--- src/rtl/seg7_pkg.sv ---
// -----------------------------------------------------------------------------
// seg7_pkg
//
// Shared definitions for the 7-segment display back-end:
//   NUM_DIGITS     number of digits in the buffer and on the display
//   SEG_OFF        active-low segment pattern with every segment dark
//   EN_OFF         active-low digit-enable pattern with every digit off
//   HEX_SEG_TABLE  16-entry nibble -> segment table (active-low, bit6=a..bit0=g)
//   scan_state_t   scan FSM state encoding {SHOW, BLANK}
//   hex_to_seg()   table lookup helper
// -----------------------------------------------------------------------------
package seg7_pkg;

   localparam int NUM_DIGITS = 8;

   localparam logic [6:0] SEG_OFF = 7'h7F;
   localparam logic [7:0] EN_OFF  = 8'hFF;

   // Packed so that HEX_SEG_TABLE[n] is the pattern for nibble n; the first
   // element of the concatenation is therefore the entry for 4'hF.
   localparam logic [15:0][6:0] HEX_SEG_TABLE = {
      7'b0111000,  // F
      7'b0110000,  // E
      7'b1000010,  // d
      7'b0110001,  // C
      7'b1100000,  // b
      7'b0001000,  // A
      7'b0000100,  // 9
      7'b0000000,  // 8
      7'b0001111,  // 7
      7'b0100000,  // 6
      7'b0100100,  // 5
      7'b1001100,  // 4
      7'b0000110,  // 3
      7'b0010010,  // 2
      7'b1001111,  // 1
      7'b0000001   // 0
   };

   typedef enum logic {
      SHOW  = 1'b0,
      BLANK = 1'b1
   } scan_state_t;

   function automatic logic [6:0] hex_to_seg(input logic [3:0] nibble);
      return HEX_SEG_TABLE[nibble];
   endfunction

endpackage

--- src/rtl/seg7_hex_decode.sv ---
// -----------------------------------------------------------------------------
// seg7_hex_decode
//
// Purely combinational hex-digit to 7-segment decoder (active-low segments).
//
// Ports:
//   nibble  in  4  value to display (0..F)
//   seg     out 7  segment pattern, active-low, bit6=a .. bit0=g
// -----------------------------------------------------------------------------
module seg7_hex_decode
   import seg7_pkg::*;
(
   input  logic [3:0] nibble,
   output logic [6:0] seg
);

   assign seg = hex_to_seg(nibble);

endmodule

--- src/rtl/seg7_scan_buffer.sv ---
// -----------------------------------------------------------------------------
// seg7_scan_buffer
//
// Display back-end for the UART receive path. Received bytes are written into
// an 8-entry circular digit buffer (oldest entry overwritten on wrap) and the
// buffer is time-multiplexed onto an 8-digit common-anode 7-segment display,
// one digit at a time, with an optional all-off gap between digits to
// suppress ghosting. Only the low nibble of each byte is displayed.
//
// Parameters:
//   REFRESH_DIV   clock cycles each digit is driven (>= 1)
//   BLANK_CYCLES  all-off cycles between consecutive digits (0 = no gap)
//
// Ports:
//   i_clk       in  1  system clock
//   i_reset     in  1  asynchronous active-high reset
//   i_wr_valid  in  1  byte-write request
//   i_wr_data   in  8  received byte
//   o_wr_ready  out 1  buffer accepts a write this cycle
//   i_clear     in  1  single-cycle clear of buffer, write pointer and count
//   o_count     out 4  number of valid digits, saturating at 8
//   o_a_to_g    out 7  segments, active-low, bit6=a .. bit0=g
//   o_dp        out 1  decimal point, active-low
//   o_en        out 8  digit enables, active-low, bit7 = digit 0 (leftmost)
//
// Build option:
//   SEG7_CURSOR_EN  when defined, the decimal point lights on the digit at the
//                   write pointer (next write position) while it is shown;
//                   when undefined, o_dp is constant 1.
// -----------------------------------------------------------------------------
module seg7_scan_buffer
   import seg7_pkg::*;
#(
   parameter int REFRESH_DIV  = 125000,
   parameter int BLANK_CYCLES = 16
) (
   input  logic       i_clk,
   input  logic       i_reset,
   input  logic       i_wr_valid,
   input  logic [7:0] i_wr_data,
   output logic       o_wr_ready,
   input  logic       i_clear,
   output logic [3:0] o_count,
   output logic [6:0] o_a_to_g,
   output logic       o_dp,
   output logic [7:0] o_en
);

   localparam int CNT_MAX = (REFRESH_DIV > BLANK_CYCLES) ? REFRESH_DIV : BLANK_CYCLES;
   localparam int CNT_W   = $clog2(CNT_MAX + 1);
   localparam int PTR_W   = $clog2(NUM_DIGITS);

   localparam logic [CNT_W-1:0] SHOW_LAST  = CNT_W'(REFRESH_DIV - 1);
   localparam logic [CNT_W-1:0] BLANK_LAST = CNT_W'((BLANK_CYCLES > 0) ? BLANK_CYCLES - 1 : 0);
   localparam logic [3:0]       COUNT_MAX  = 4'(NUM_DIGITS);

   // ------------------------------------------------------------------------
   // Write side: handshake, pointer, occupancy count
   // ------------------------------------------------------------------------
   logic             wr_ready_reg;
   logic [PTR_W-1:0] wptr_reg;
   logic [3:0]       count_reg;
   logic [7:0]       digit_buf_reg [NUM_DIGITS];
   logic             wr_fire;

   // A clear in the same cycle as a write wins; the byte is dropped.
   assign wr_fire = i_wr_valid && wr_ready_reg && !i_clear;

   always_ff @(posedge i_clk or posedge i_reset) begin
      if (i_reset) begin
         wr_ready_reg <= 1'b0;
         wptr_reg     <= '0;
         count_reg    <= '0;
      end else begin
         // Ready drops for exactly the cycle after a clear pulse.
         wr_ready_reg <= !i_clear;
         if (i_clear) begin
            wptr_reg  <= '0;
            count_reg <= '0;
         end else if (wr_fire) begin
            wptr_reg <= wptr_reg + 1'b1;   // natural wrap 7 -> 0
            if (count_reg != COUNT_MAX) begin
               count_reg <= count_reg + 4'd1;
            end
         end
      end
   end

   // Buffer kept in flops: every entry is cleared in one cycle and the scan
   // reads an arbitrary entry combinationally, which a RAM cannot provide.
   genvar gi;
   generate
      for (gi = 0; gi < NUM_DIGITS; gi++) begin : g_digit
         always_ff @(posedge i_clk or posedge i_reset) begin
            if (i_reset) begin
               digit_buf_reg[gi] <= 8'h00;
            end else if (i_clear) begin
               digit_buf_reg[gi] <= 8'h00;
            end else if (wr_fire && (wptr_reg == PTR_W'(gi))) begin
               digit_buf_reg[gi] <= i_wr_data;
            end
         end
      end
   endgenerate

   // ------------------------------------------------------------------------
   // Scan FSM
   // ------------------------------------------------------------------------
   scan_state_t      state_reg, state_next;
   logic [PTR_W-1:0] digit_reg, digit_next;
   logic [CNT_W-1:0] cnt_reg,   cnt_next;
   logic [7:0]       en_reg,    en_next;
   logic [6:0]       seg_reg,   seg_next;

   logic [7:0]       shown_byte;
   logic [6:0]       shown_seg;
   logic             unused_hi;

   assign shown_byte = digit_buf_reg[digit_reg];
   // Upper nibble of each byte is stored but never displayed.
   assign unused_hi  = ^shown_byte[7:4];

   seg7_hex_decode u_hex_decode (
      .nibble (shown_byte[3:0]),
      .seg    (shown_seg)
   );

`ifdef SEG7_CURSOR_EN
   logic dp_reg, dp_next;
`endif

   // Outputs are computed from the current state/digit and registered, so the
   // display lags the FSM by one edge. This makes the first edge after reset
   // drive digit 0 and makes a write to the shown digit visible one edge after
   // the write edge.
   always_comb begin
      state_next = state_reg;
      digit_next = digit_reg;
      cnt_next   = cnt_reg + 1'b1;
      en_next    = EN_OFF;
      seg_next   = SEG_OFF;
`ifdef SEG7_CURSOR_EN
      dp_next    = 1'b1;
`endif
      case (state_reg)
         SHOW: begin
            en_next  = ~(8'h80 >> digit_reg);
            seg_next = shown_seg;
`ifdef SEG7_CURSOR_EN
            dp_next  = (digit_reg != wptr_reg);
`endif
            if (cnt_reg == SHOW_LAST) begin
               cnt_next = '0;
               if (BLANK_CYCLES > 0) begin
                  state_next = BLANK;
               end else begin
                  digit_next = digit_reg + 1'b1;
               end
            end
         end
         BLANK: begin
            if (cnt_reg == BLANK_LAST) begin
               cnt_next   = '0;
               state_next = SHOW;
               digit_next = digit_reg + 1'b1;
            end
         end
         default: begin
            state_next = SHOW;
            cnt_next   = '0;
         end
      endcase
   end

   always_ff @(posedge i_clk or posedge i_reset) begin
      if (i_reset) begin
         state_reg <= SHOW;
         digit_reg <= '0;
         cnt_reg   <= '0;
         en_reg    <= EN_OFF;
         seg_reg   <= SEG_OFF;
      end else begin
         state_reg <= state_next;
         digit_reg <= digit_next;
         cnt_reg   <= cnt_next;
         en_reg    <= en_next;
         seg_reg   <= seg_next;
      end
   end

`ifdef SEG7_CURSOR_EN
   always_ff @(posedge i_clk or posedge i_reset) begin
      if (i_reset) begin
         dp_reg <= 1'b1;
      end else begin
         dp_reg <= dp_next;
      end
   end

   assign o_dp = dp_reg;
`else
   assign o_dp = 1'b1;
`endif

   assign o_wr_ready = wr_ready_reg;
   assign o_count    = count_reg;
   assign o_en       = en_reg;
   assign o_a_to_g   = seg_reg;

endmodule
--- config.mk ---
export PLATFORM = sky130hd
export DESIGN_NAME = seg7_scan_buffer
export DESIGN_NICKNAME = d
export VERILOG_FILES = /design/src/rtl/seg7_pkg.sv /design/src/rtl/seg7_hex_decode.sv /design/src/rtl/seg7_scan_buffer.sv
export SDC_FILE = /design/constraint.sdc
export NUM_CORES = 1
export LEC_CHECK = 0
export ABC_AREA = 0
export CAP_MARGIN = 25
export CORE_MARGIN = 5
export CORE_UTILIZATION = 40
export CTS_CLUSTER_SIZE = 8
export DETAILED_ROUTE_END_ITERATION = 12
export SYNTH_ARGS = -nofsm -noshare
export SYNTH_HDL_FRONTEND = slang
export SYNTH_SLANG_ARGS = --single-unit
--- constraint.sdc ---
create_clock -name i_clk -period 4.1 [get_ports i_clk]
set_clock_uncertainty 0.1 [all_clocks]
set_input_delay 0.82 -clock i_clk [delete_from_list [all_inputs] [get_ports i_clk]]
set_output_delay 0.82 -clock i_clk [all_outputs]
set_load 0.02 [all_outputs]
Word-level counts from Yosys, hierarchy flattened
Memory sizes are Yosys's and may differ from the RTL's.
Cells that the tools add are included.
{"block": "totals", "regBits": 108, "word_cells": 97, "mem_count": 1, "romBits": 112}
{"block": "op_classes", "add_sub_neg": 4, "shifts": 1, "n_lt_le_gt_ge": 2, "reduce_logical": 24, "n_mux": 35, "bitwise": 3, "n_eq_ne": 11}
{"memory": "(name not given)", "words": 16, "word_bits": 7, "read_ports": 1, "rd_clocked_by_memory_dff": 0, "write_ports": 0, "line": "seg7_pkg.sv:46", "source": "return HEX_SEG_TABLE[nibble];"}
{"operator": "$mux W8", "count": 17}
{"operator": "$mux W17", "count": 2}
{"operator": "$pmux W17 S2", "count": 1}
{"operator": "$bmux W8 S3", "count": 1}
{"operator": "$mux W4", "count": 5}
{"operator": "$reduce_bool A2 Y1", "count": 10}
{"operator": "$add A17 B1 Y17 const B", "count": 1}
{"operator": "$eq A17 B17 Y1 const B", "count": 1}
{"operator": "$eq A17 B4 Y1 const B", "count": 1}
{"operator": "$mux W7", "count": 2}
{"operator": "$eq A3 B3 Y1 const B", "count": 4}
{"operator": "$mux W3", "count": 4}
{"operator": "$logic_and A1 B1 Y1", "count": 10}
{"operator": "$not A8 Y8", "count": 1}
{"operator": "$shr A8 B3 Y8 const A", "count": 1}
{"operator": "$add A3 B1 Y3 const B", "count": 2}
{"operator": "$eq A3 B2 Y1 const B", "count": 2}
{"operator": "$lt A4 B5 Y1 const B", "count": 1}
{"operator": "$add A4 B1 Y4 const B", "count": 1}
{"operator": "$ge A4 B4 Y1 const B", "count": 1}
{"operator": "$ne A4 B4 Y1 const B", "count": 1}
{"operator": "$not A3 Y4", "count": 1}
{"operator": "$reduce_and A2 Y1", "count": 2}
{"operator": "$eq A3 B1 Y1 const B", "count": 1}
{"operator": "6 further kinds", "count": 7}

Logic depth before layout (Yosys ltp)
Gate-level depths: netlist (run 1).
{"block": "logic_depth", "ltp_word": 7, "depth_mapped": 9, "ltp_nobuf": 8}

Hierarchy
A second synthesis (run 1) with hierarchy kept.
{"block": "hier_totals", "hier_cells": 376, "hier_area_um2": 3880.0}
{"module": "seg7_scan_buffer", "area_each_um2": 3606.0, "seq_area_each_um2": 1920.6, "n_inst": 1, "cells_each": 344}
{"module": "seg7_hex_decode", "area_each_um2": 274.0, "seq_area_each_um2": 0.0, "n_inst": 1, "cells_each": 32}

Worst setup path before layout (run 1)
Ideal clock, no wire load.
{"block": "synth_timing", "path_kind": "register to register", "start": "reg digit_reg[0]", "end": "reg seg_reg[3], in the netlist o_a_to_g[3]", "arrival_time_ns": 2.348, "stages_incl_launch_ff": 10, "slack_ns": 1.565, "cell_sequence": "dfrtp_1 -> buf_6 -> mux4_1 -> mux2i_1 -> inv_1 -> ha_1 -> inv_1 -> nor3_1 -> a2111oi_4 -> a31oi_1"}
{"block": "synth_between", "elab_chain_len": 7}
{"element": "start: declaration", "line": "seg7_scan_buffer.sv:110", "source": "logic [PTR_W-1:0] digit_reg, digit_next;"}
{"element": "start signal: assignment", "line": "seg7_scan_buffer.sv:184", "source": "digit_reg <= digit_next;"}
{"element": "$not A3 Y4 (implied by the code)", "line": "seg7_scan_buffer.sv:119", "source": "assign shown_byte = digit_buf_reg[digit_reg];"}
{"element": "$bmux W8 S3", "line": "seg7_scan_buffer.sv:119"}
{"element": "$mux W4 (implied by the code) (2 in a row)", "line": "seg7_scan_buffer.sv:119"}
{"element": "$mem_v2 Z16 W7"}
{"element": "$mux W7 (implied by the code)", "line": "seg7_pkg.sv:46"}
{"element": "$mux W7", "line": "seg7_scan_buffer.sv:145", "source": "case (state_reg)"}
{"element": "via seg_next[3]", "line": "seg7_scan_buffer.sv:113", "source": "logic [6:0] seg_reg, seg_next;"}
{"element": "end signal: assignment", "line": "seg7_scan_buffer.sv:187", "source": "seg_reg <= seg_next;"}
{"element": "end: declaration", "line": "seg7_scan_buffer.sv:113"}
The timed path passes the listed nets, and every way through them passes these cells. The select of a mux whose other input is x is not followed.
A chain may end at the register's enable or synchronous reset.

Final worst setup path (run 1)
{"block": "layout_timing", "start": "reg digit_reg[1]", "end": "reg seg_reg[3], in the netlist o_a_to_g[3]"}
Same word-level chain as after synthesis.

==> results of run 1 <==
[worst reg2reg max path, stage by stage, from the launching register on]
cell and delay, ns:
dfrtp_1 0.70, mux4_2 0.60, mux2i_1 0.45, inv_1 0.20, ha_1 0.27, inv_1 0.08, nor3_1 0.07, a2111oi_4 0.35
a31oi_1 0.07
[final cells by class]
class	count	area, sq um
fill	882	4830
sequential	76	1920
timing repair buffer	32	320
clock buffer	10	128
inverter	17	63.8
multi-input combinational	256	1750
tap	129	161
clock inverter	6	113
[layout by cell type, fill, tap and decap left out, drive strengths merged, types with 2 or more instances in the layout]
master and count:
dfstp 15, ha 21, nand4 6, and3 4, clkbuf 10, bufinv 3, inv 17, a21oi 25
xnor2 7, nand2 49, o21ai 7, a31oi 3, nand3 32, buf 5, mux2i 21, nor4 2
nor2 35, xor2 12, dfrtp 61, mux4 6, nor3 6, clkdlybuf4s50 27, or4 2, mux2 3
clkinv 3
[cells by family (layout without fill, tap and decap cells)]
family / after synthesis / after routing / synth area share
mux: 30 / 30 / 0.105
other cells: 1 / 1 / 0.000980
xor+xnor: 19 / 19 / 0.0435
fa+ha+maj: 21 / 21 / 0.0687
simple gates: 142 / 142 / 0.168
flops: 76 / 76 / 0.502
buf+inv: 34 / 65 / 0.0405
compound gates: 43 / 43 / 0.0706
[path summary, 6_finish.rpt]
path	to	slack, ns	cells past startpoint	startpoint
min in group asynchronous	cnt_reg[11]	0.80	2	i_reset
worst min-delay path	cnt_reg[0]	0.39	1	cnt_reg[0]
worst max register to register	o_a_to_g[3]	1.13	8	digit_reg[1]
max in group asynchronous	o_a_to_g[2]	2.37	3	i_reset
worst min register to register	cnt_reg[0]	0.39	1	cnt_reg[0]
worst max-delay path	o_a_to_g[3]	1.13	8	digit_reg[1]
[where the power goes]
group / internal, mW / switching [mW]
registers: 0.767 / 0.00797
logic: 0.0464 / 0.0772
clock network: 0.406 / 0.280
total: 1.22 / 0.365
[through the flow]
stage | hold slack [ns] | instance area [sq um] | power [mW] | utilization
floorplan | 0.355 | 3830 | 0.870 | -
global placement | 0.377 | 4220 | 0.912 | 0.454
detailed placement | 0.383 | 4220 | 0.914 | 0.454
CTS | 0.396 | 4460 | 1.60 | 0.480
global route | 0.414 | 4460 | 1.64 | 0.480
finish | 0.390 | 4460 | 1.58 | 0.480
[routing by layer]
layer | vias to the layer above | wire (um) | GRT usage
li1 | 1307 | - | -
met5 | - | 0 | 0
met4 | 0 | 100 | 0.0433
met2 | 48 | 3420 | 0.215
met3 | 12 | 259 | 0.0258
met1 | 1309 | 3680 | 0.193
==> impl_metrics.tcl, run 1 <==
set metrics [dict create \
    slew_viol_final 0 \
    cts_made_buffers 9 \
    rows 35 \
    drtAntennaViolNets 0 \
    dp_slack_ns 1.15 \
    cts_hold_buf 0 \
    setup_tns_ns 0 \
    clk_path_buf_depth 2 \
    io_buffer_count 27 \
    slew_headroom 0.536 \
    crit_required_ns 4.25 \
    cts.htree.levels 3 \
    root_buffer "clkbuf_8" \
    cts.sinks 76 \
    antenna_cells 0 \
    yosysSeqAreaShare 0.502 \
    tightest_slew_ns 0.694 \
    yosysTopAreaCell "dfrtp_1" \
    drive_above_1_share 0.116 \
    final-hold-violation-count 0 \
    synth_top_cell_area_share 0.399 \
    cts_tree "built" \
    grt_pass1_wl_mm 12.8 \
    fin_crit_ns 2.97 \
    setup_slack_ns 1.13 \
    synthesis.area_sq_um 3830 \
    fp.coreArea_sq_um 9280 \
    hpwl_mm 5.16 \
    cts_setup_buffers 0 \
    cp_slowest_cell "dfrtp_1" \
    max_stage_delay_ns 0.70 \
    die_area_sq_um 11600 \
    clock_latency_ns 0.34 \
    vias 2676 \
    grt_pass1_vias 2642 \
    ctsResizeCount 0 \
    io_pins 33 \
    syn_nets 399 \
    start_util 0.412 \
    startpoint_type "flip-flop" \
    synthTopCellsByCount "61 x dfrtp_1, 49 x nand2_1, 35 x nor2_1, 32 x nand3_1, 25 x a21oi_1" \
    clkSlewWorstSetupHoldPaths_ns 0.08 \
    ir_drop_v 0.000150 \
    power.density_nw_per_um2 355 \
    antenna_found_initial 0 \
    totalWireLength_mm 7.47 \
    setup_viol 0 \
    vias_per_cell 5.09 \
    leakage_nw 2.03 \
    die_w_um 108 \
    timing.fmax_mhz 337 \
    maxCapViolations 0 \
    synth_cell_type_count 44 \
    place_inst 510 \
    grt_max_degree 44 \
    ys.warnings.count 0 \
    place.gp.congestion 0.811 \
    fin_nets 425 \
    crit_path_frequent_cell "inv_1" \
    syn_to_final_growth_pct 16.5 \
    final_cells 526 \
    critical_path_peak_fanout 14 \
    dr.pass1.iters 5 \
    synthArstFlopShare 1.00 \
    wl_per_cell_um 14.2 \
    grt_overflow 0 \
    track_usage 0.138 \
    die_y_um 108 \
    drt_iter0_drc 134 \
    run_status "finished clean" \
    ys_ff_latch 76 \
    rsz0062_at_grt "false" \
    largest_reg_flops 32 \
    synth-main-ff-cell "dfrtp_1" \
    yosysMostFrequentCell "dfrtp_1" \
    worst-path-buf-inv 2 \
    cp_top_family "multiplexers" \
    drcViolationCount 0 \
    worstHoldPathType "reg -> reg" \
    crit_chain "mux4_2, mux2i_1, inv_1, ha_1, inv_1, nor3_1, a2111oi_4, a31oi_1" \
    synth_cells 366 \
    synth-edff-count 0 \
    crit_arrival_ns 3.12 \
    avgSynthCellArea_sq_um 10.5 \
    critPathKind "reg -> reg" \
    synthTopCellsByArea "dfrtp_1 40%, dfstp_2 10%, ha_1 6.9%" \
    period_share 0.724 \
    end_kind "flip-flop" \
]
Note: power is estimated with default switching activity, not from simulation.
==> inputs of run 2 (changes only) <==
- clock period: 4.1 -> 2.5 ns (I/O delays scaled with it)
==> impl_metrics.tcl, run 2 (synthesis gave the netlist of run 1 again) <==
set metrics [dict create \
    cp_num_cells 8 \
    final-hold-violation-count 0 \
    run_status "finished clean" \
    final_cells 533 \
    clkSlewWorstSetupHoldPaths_ns 0.08 \
    vias 2654 \
    crit_path_frequent_cell "inv_1" \
    vias_per_cell 4.98 \
    grt_pass1_vias 2678 \
    worstHoldPathType "reg -> reg" \
    hpwl_mm 5.15 \
    io_buffer_count 27 \
    grt_max_degree 77 \
    clock_latency_ns 0.35 \
    rsz0062_at_grt "false" \
    drive_above_1_share 0.136 \
    final_common_cell "dfrtp_1" \
    drtAntennaViolNets 0 \
    setup_tns_ns 0 \
    rows 35 \
    fin_nets 433 \
    root_buffer "clkbuf_8" \
    crit_arrival_ns 2.46 \
    dp_slack_ns 0.208 \
    dr.pass1.iters 4 \
    period_share 0.918 \
    place_inst 518 \
    timing.fmax_mhz 436 \
    cts_tree "built" \
    wl_per_cell_um 14.0 \
    dpl_cell_area_sq_um 4300 \
    power.density_nw_per_um2 537 \
    fin_hold_ws_ns 0.387 \
    antenna_cells 0 \
    setup_viol 0 \
    die_area_sq_um 11600 \
    syn_to_final_growth_pct 17.4 \
    slew_viol_final 0 \
    end_kind "flip-flop" \
    power_mw 2.41 \
    cts_setup_buffers 0 \
    critical_path_peak_fanout 4 \
    track_usage 0.141 \
    start_util 0.412 \
    setup_slack_ns 0.205 \
    cts_made_buffers 9 \
    io_pins 33 \
    cp_top_family "multiplexers" \
    grt_overflow 0 \
    cts_hold_buf 0 \
    cts.sinks 76 \
    ctsResizeCount 0 \
    antenna_found_initial 0 \
    startpoint_type "flip-flop" \
    grt_pass1_wl_mm 12.8 \
    die_w_um 108 \
    tightest_slew_ns 0.564 \
    leakage_nw 2.03 \
    cts.htree.levels 3 \
    fp.coreArea_sq_um 9280 \
    clk_path_buf_depth 2 \
    maxCapViolations 0 \
    die_y_um 108 \
    min_path_cells 1 \
    slew_headroom 0.621 \
    cp_slowest_cell "mux4_1" \
    utilization 0.484 \
    drcViolationCount 0 \
    place.gp.congestion 0.815 \
    ir_drop_v 0.000218 \
    largest_reg_flops 32 \
    fin_crit_ns 2.29 \
    final_cell_mix "61 x dfrtp_1, 49 x nand2_1, 35 x nor2_1" \
    worst-path-buf-inv 2 \
    crit_chain "mux4_1, mux2i_2, inv_1, ha_1, inv_1, nor3_1, a2111oi_4, a31oi_1" \
    r2r_cells 8 \
    crit_required_ns 2.67 \
    final_area_sq_um 4490 \
    critPathKind "reg -> reg" \
    totalWireLength_mm 7.45 \
    max_stage_delay_ns 0.60 \
    drt_iter0_drc 162 \
]
-- run 2: cell types whose count changed in the layout (fill, tap and decap cells not counted) --
| cell | previous run | this run |
|---|---|---|
| clkinv_4 | 2 | 0 |
| inv_2 | 1 | 0 |
| bufinv_16 | 3 | 1 |
| buf_12 | 1 | 2 |
| clkbuf_8 | 9 | 10 |
| clkinvlp_4 | 0 | 3 |
| buf_4 | 4 | 11 |
| mux2i_2 | 0 | 2 |
| mux2i_1 | 20 | 18 |
-- run 2: power by group --
part,switching [mW],internal [mW]
sequential,0.0131,1.26
combinational,0.127,0.0827
clock,0.452,0.482
total,0.592,1.82
-- run 2: worst paths after layout --
| kind | to | start | slack (ns) |
|---|---|---|---|
| worst max register to register | o_a_to_g[3] | digit_reg[0] | 0.21 |
| worst min-delay path | cnt_reg[0] | cnt_reg[0] | 0.39 |
| worst min register to register | cnt_reg[0] | cnt_reg[0] | 0.39 |
| max in group asynchronous | o_en[0] | i_reset | 1.45 |
| min in group asynchronous | cnt_reg[12] | i_reset | 0.50 |
| worst max-delay path | o_a_to_g[3] | digit_reg[0] | 0.21 |
-- run 2: per-layer routing --
metal | wire length, um | up-vias | track usage
li1 | - | 1314 | -
met1 | 3710 | 1286 | 0.192
met2 | 3330 | 43 | 0.211
met3 | 292 | 11 | 0.0432
met4 | 118 | 0 | 0.0523
met5 | 0 | - | 0
-- run 2: area by class of cell --
type                    instances  area (sq um)
multi-input cells             256          1760
clock buffers                  11           141
inverters                      17          67.6
fillers                       859          4790
clock inverters                 4          50.0
well taps                     129           161
repair buffers                 40           393
flip-flops and latches         76          1920
